--- src/rtl/pipeline_hazard_unit.sv ---
// Pipeline hazard sequencer: load-use stalls, branch-mispredict flushes and interrupt injection.
// Outputs are decoded from the current state and live inputs; reset forces every output low.
module pipeline_hazard_unit (
    input  logic       clk,
    input  logic       rst,
    input  logic [4:0] id_x_addr,
    input  logic [4:0] id_y_addr,
    input  logic       id_uses_x,
    input  logic       id_uses_y,
    input  logic [4:0] ex_wb_addr,
    input  logic       ex_rf_wr,
    input  logic       ex_mem_rd,
    input  logic       ex_br_valid,
    input  logic       ex_br_taken,
    input  logic       ex_br_pred,
    input  logic       int_req,
    input  logic       int_en,
    output logic       pc_stall,
    output logic       ifid_stall,
    output logic       ifid_flush,
    output logic       idex_nop,
    output logic       redirect,
    output logic       inject_int,
    output logic       int_ack,
    output logic [2:0] state
);

    typedef enum logic [2:0] {
        StRun     = 3'd0,
        StLuStall = 3'd1,
        StFlush   = 3'd2,
        StIntWait = 3'd3,
        StIntInj  = 3'd4,
        StIntMask = 3'd5
    } state_e;

    state_e     state_q, state_d;
    logic [1:0] mask_cnt_q, mask_cnt_d;
    logic       hazard;
    logic       mispredict;

    assign hazard = ex_mem_rd & ex_rf_wr &
                    ((id_uses_x & (id_x_addr == ex_wb_addr)) |
                     (id_uses_y & (id_y_addr == ex_wb_addr)));

    assign mispredict = ex_br_valid & (ex_br_taken != ex_br_pred);

    assign state = state_q;

    always_ff @(posedge clk or posedge rst) begin
        if (rst) begin
            state_q    <= StRun;
            mask_cnt_q <= 2'd0;
        end else begin
            state_q    <= state_d;
            mask_cnt_q <= mask_cnt_d;
        end
    end

    always_comb begin
        state_d    = StRun;
        mask_cnt_d = 2'd0;
        case (state_q)
            StRun: begin
                if (mispredict) begin
                    state_d = StFlush;
                end else if (hazard) begin
                    state_d = StLuStall;
                end else if (int_req && int_en) begin
                    state_d = ex_br_valid ? StIntWait : StIntInj;
                end
            end
            StLuStall: state_d = StRun;
            StFlush:   state_d = StRun;
            StIntWait: begin
                // A mispredicted branch squashes the pending interrupt.
                if (mispredict) begin
                    state_d = StFlush;
                end else if (ex_br_valid) begin
                    state_d = StIntWait;
                end else begin
                    state_d = StIntInj;
                end
            end
            StIntInj: begin
                state_d    = StIntMask;
                mask_cnt_d = 2'd2;
            end
            StIntMask: begin
                if (mispredict) begin
                    state_d = StFlush;
                end else if (hazard) begin
                    state_d = StLuStall;
                end else if (mask_cnt_q > 2'd1) begin
                    state_d    = StIntMask;
                    mask_cnt_d = mask_cnt_q - 2'd1;
                end
            end
            default: state_d = StRun;
        endcase
    end

    always_comb begin
        pc_stall   = 1'b0;
        ifid_stall = 1'b0;
        ifid_flush = 1'b0;
        idex_nop   = 1'b0;
        redirect   = 1'b0;
        inject_int = 1'b0;
        int_ack    = 1'b0;
        if (!rst) begin
            case (state_q)
                StRun, StIntMask: begin
                    if (mispredict) begin
                        redirect   = 1'b1;
                        ifid_flush = 1'b1;
                        idex_nop   = 1'b1;
                    end else if (hazard) begin
                        pc_stall   = 1'b1;
                        ifid_stall = 1'b1;
                        idex_nop   = 1'b1;
                    end
                end
                StLuStall: begin
                    pc_stall   = 1'b1;
                    ifid_stall = 1'b1;
                    idex_nop   = 1'b1;
                end
                StFlush: begin
                    ifid_flush = 1'b1;
                    idex_nop   = 1'b1;
                end
                StIntWait: begin
                    // PC must be free to load the redirect target.
                    if (mispredict) begin
                        redirect   = 1'b1;
                        ifid_flush = 1'b1;
                        idex_nop   = 1'b1;
                    end else begin
                        pc_stall   = 1'b1;
                        ifid_stall = 1'b1;
                    end
                end
                StIntInj: begin
                    inject_int = 1'b1;
                    int_ack    = 1'b1;
                    pc_stall   = 1'b1;
                    ifid_flush = 1'b1;
                end
                default: ;
            endcase
        end
    end

endmodule
--- config.mk ---
export PLATFORM = sky130hd
export DESIGN_NAME = pipeline_hazard_unit
export DESIGN_NICKNAME = d
export VERILOG_FILES = /design/src/rtl/pipeline_hazard_unit.sv
export SDC_FILE = /design/constraint.sdc
export NUM_CORES = 1
export LEC_CHECK = 0
export BUFFER_PORTS_ARGS = -buffer_cell sky130_fd_sc_hd__clkbuf_2
export CELL_PAD_IN_SITES_DETAIL_PLACEMENT = 0
export CELL_PAD_IN_SITES_GLOBAL_PLACEMENT = 1
export CORE_MARGIN = 2
export CORE_UTILIZATION = 32
export CTS_BUF_LIST = sky130_fd_sc_hd__clkbuf_2 sky130_fd_sc_hd__clkbuf_4 sky130_fd_sc_hd__clkbuf_8
export DETAILED_ROUTE_END_ITERATION = 10
export HOLD_SLACK_MARGIN = 0.05
export PLACE_DENSITY = 0.83
export SLEW_MARGIN = 20
export SYNTH_ARGS = -nofsm -noshare
export SYNTH_HDL_FRONTEND = slang
export SYNTH_SLANG_ARGS = --single-unit
--- constraint.sdc ---
create_clock -name clk -period 3 [get_ports clk]
set_input_delay 0.15 -clock clk [delete_from_list [all_inputs] [get_ports clk]]
set_output_delay 0.15 -clock clk [all_outputs]
set_load 0.005 [all_outputs]
==> run summary <==
Run status: complete, no violations
Switching part of the total: 43.9%
Least-Margin Pin Slew: 394 ps
Post-Synthesis Cell Area: 578 um^2
GRT Overall Usage: 15.6%
Syn. warnings: 0
CTS sink cnt: 5
Clk pwr share: 17.6%
Netlist cell types: 37
Gr ovfl total: 0
PD cells: 594 nW/um^2
Clock network latency to the later pin of the worst-skew pair: 250 ps
Share of cells above drive strength 1: 45.3%
Vias: 657
CTS root buf: clkbuf_4
Buffers on Ports: 35
Area of the multi-input gates: 420 um^2
Mean area per synthesized cell: 8.26 um^2
Routed vias/inst: 5.02
CP Depth: 4
Placer Congestion: 0.783
Critical Path End Type: primary output
#FFs+latches synth: 5
VDD IR-drop max: 0.206 mV
Worst path buffer plus inverter count: 1
# IOs: 36
Worst slew margin: 73.7%
Sw Pwr: 0.209 mW
Worst Hold Launch: ex_br_valid
Fill count: 176
Wire per inst: 11.4 um
Drt first pass iters: 6
Internal cell power: 0.267 mW
Crit share post-route: 62.0%
Critical path class: reg2out
Post-synth EDFFs: 0
Design Power: 0.476 mW
Initial core utilization: 33.8%
Post-Syn Nets: 96
P&R area growth vs syn: 38.5%
Die area: 2160 um^2
Comb pwr share: 52.8%
Number of global-route vias before repair: 594
Pin count of the biggest net entering global routing: 14
Highest clock rate: 537 MHz
WHS Path Cells: 2
H-tree levels: 1
CP peak stage delay: 510 ps
Die width: 46.5 um
Clk buf depth: 2
Row count: 15
Antenna Violating Nets Remaining: 0
CTS tree: done
R2r startpoint: state[1]$_DFF_PP0_
Max_cap viols: 0
Inst Count DP: 126
LEAKAGE: 0.365 nW
Synth Flop Type: dfrtp_1
Hold Vio Cnt, Final: 0
Seq pwr share: 29.5%
Reg-to-reg endpoint: state[2]$_DFF_PP0_
First-pass GRT wire length: 2390 um
Endpoints failing setup: 0
RSZ-0062 raised after global routing: false
CP cell instances: and2b_4, or3_1, a211oi_2, clkbuf_2
Worst Path Required: 2850 ps
Slowest CP cell: dfrtp_1
Final Instance Count excl. Fillers: 131
Residual DRC: 0
Placement Setup Slack: 1400 ps
FF-to-FF path depth: 3
Ys async rst share: 100%
Slew Viols, Final: 0
Cell area after layout: 801 um^2
Setup TNS Final: 0 ps
Worst-path maximum fanout: 12
Register area share after synthesis: 21.6%
Crit path launch type: flip-flop
Cell count after synthesis: 70
# nets final: 133
Ant. Diodes: 0
Num CTS Buffers: 3
Antenna violations before repair: 0
Post-DP Area: 763 um^2
Die height: 46.5 um
Hold path endpoint: state[1]$_DFF_PP0_
FF+latch area: 125 um^2
Setup WS post-layout: 1140 ps
Worst-path clk slew: 50 ps
Worst hold path type: in2reg
Iteration-0 DRC Markers: 14
Clock skew: 5.99 ps
Worst EP arrival: 1710 ps
DRT Wirelength: 1500 um
Core area: 1710 um^2
Crit-path leading delay family: simple AND/OR/NAND/NOR gates
Fin crit period: 1860 ps
FF-to-FF setup slack: 1450 ps
[cell families (layout without fill, tap and decap cells)]
family | count (synthesis) | after routing | synth area share, %
buffers and inverters | 7 | 43 | 5.63
AND/OR/NAND/NOR | 29 | 29 | 31.0
AO/OA/AOI/OAI | 18 | 18 | 25.1
XOR/XNOR | 11 | 11 | 16.7
flip-flops | 5 | 5 | 21.6
[routing by layer]
metal	vias up	track usage, %	routed length [um]
met5	-	0	0
met4	0	3.43	4
met2	26	26.1	713
met3	2	4.71	104
li1	333	-	-
met1	296	19.6	674
[power by group through the flow]
stage / sequential [mW] / clock, mW / combinational (mW)
2_1_floorplan: 0.109 / 0 / 0.202
3_3_place_gp: 0.138 / 0 / 0.248
3_5_place_dp: 0.140 / 0 / 0.250
4_1_cts: 0.139 / 0.0844 / 0.253
5_1_grt: 0.146 / 0.0908 / 0.277
6_report: 0.141 / 0.0840 / 0.251
[worst register-to-register path: cells and delay by family (launching register included)]
family	cells	cell delay (ps)
simple gates	1	610
flops	1	520
compound gates	2	340
[final cells by class]
class | instances | share of cell area (%)
multi-input combinational | 58 | 52.5
timing repair buffer | 36 | 23.1
sequential | 5 | 15.6
tap | 25 | 3.91
clock buffer | 3 | 2.81
inverter | 3 | 1.41
clock inverter | 1 | 0.625
[worst max path at each step]
stage	start	to	slack, ps
2_1_floorplan	state[0]$_DFF_PP0_	redirect	1540
3_3_place_gp	state[0]$_DFF_PP0_	redirect	1440
3_5_place_dp	state[0]$_DFF_PP0_	redirect	1400
4_1_cts	state[0]$_DFF_PP0_	redirect	1130
5_1_grt	state[0]$_DFF_PP0_	redirect	1040
6_report	state[0]$_DFF_PP0_	redirect	1140
[cell usage after synthesis (2+ instances only)]
cell / count / area share, %
o21ai_0: 2 / 1.7
nand3_1: 3 / 2.6
nand2_1: 5 / 3.2
xnor2_1: 10 / 15
and2_1: 2 / 2.2
nor2_1: 4 / 2.6
buf_2: 2 / 1.7
a21oi_1: 3 / 2.6
inv_1: 2 / 1.3
nand2_2: 2 / 2.2
dfrtp_1: 5 / 22
nand4_1: 4 / 4.3
o21ai_1: 2 / 1.7
[through the flow]
step                      hold WS [ps]  util [%]
after global routing               232      46.9
after global placement             141      44.7
after detailed placement           138      44.7
after floorplan                  -65.7         -
final                              228      46.9
after CTS                          223      46.9
[cell usage in the layout, fill, tap and decap left out, types with 2 or more instances in the layout]
cell type	Yosys	layout
a21oi_1	3	3
and2_1	2	2
clkbuf_2	0	35
clkbuf_4	0	3
dfrtp_1	5	5
inv_1	2	2
nand2_1	5	5
nand2_2	2	2
nand3_1	3	3
nand4_1	4	4
nor2_1	4	4
o21ai_0	2	2
o21ai_1	2	2
xnor2_1	10	10
[flip-flops by register name (all words and copies together) (netlist names)]
signal	count
state	3
mask_cnt_q	2
[repair_timing]
item                      CTS  global route
hold endpoints to repair    5             0
resized for setup           0             0
hold buffers                1             0
buffers inserted            0             0
(Power assumes the default switching activity.)
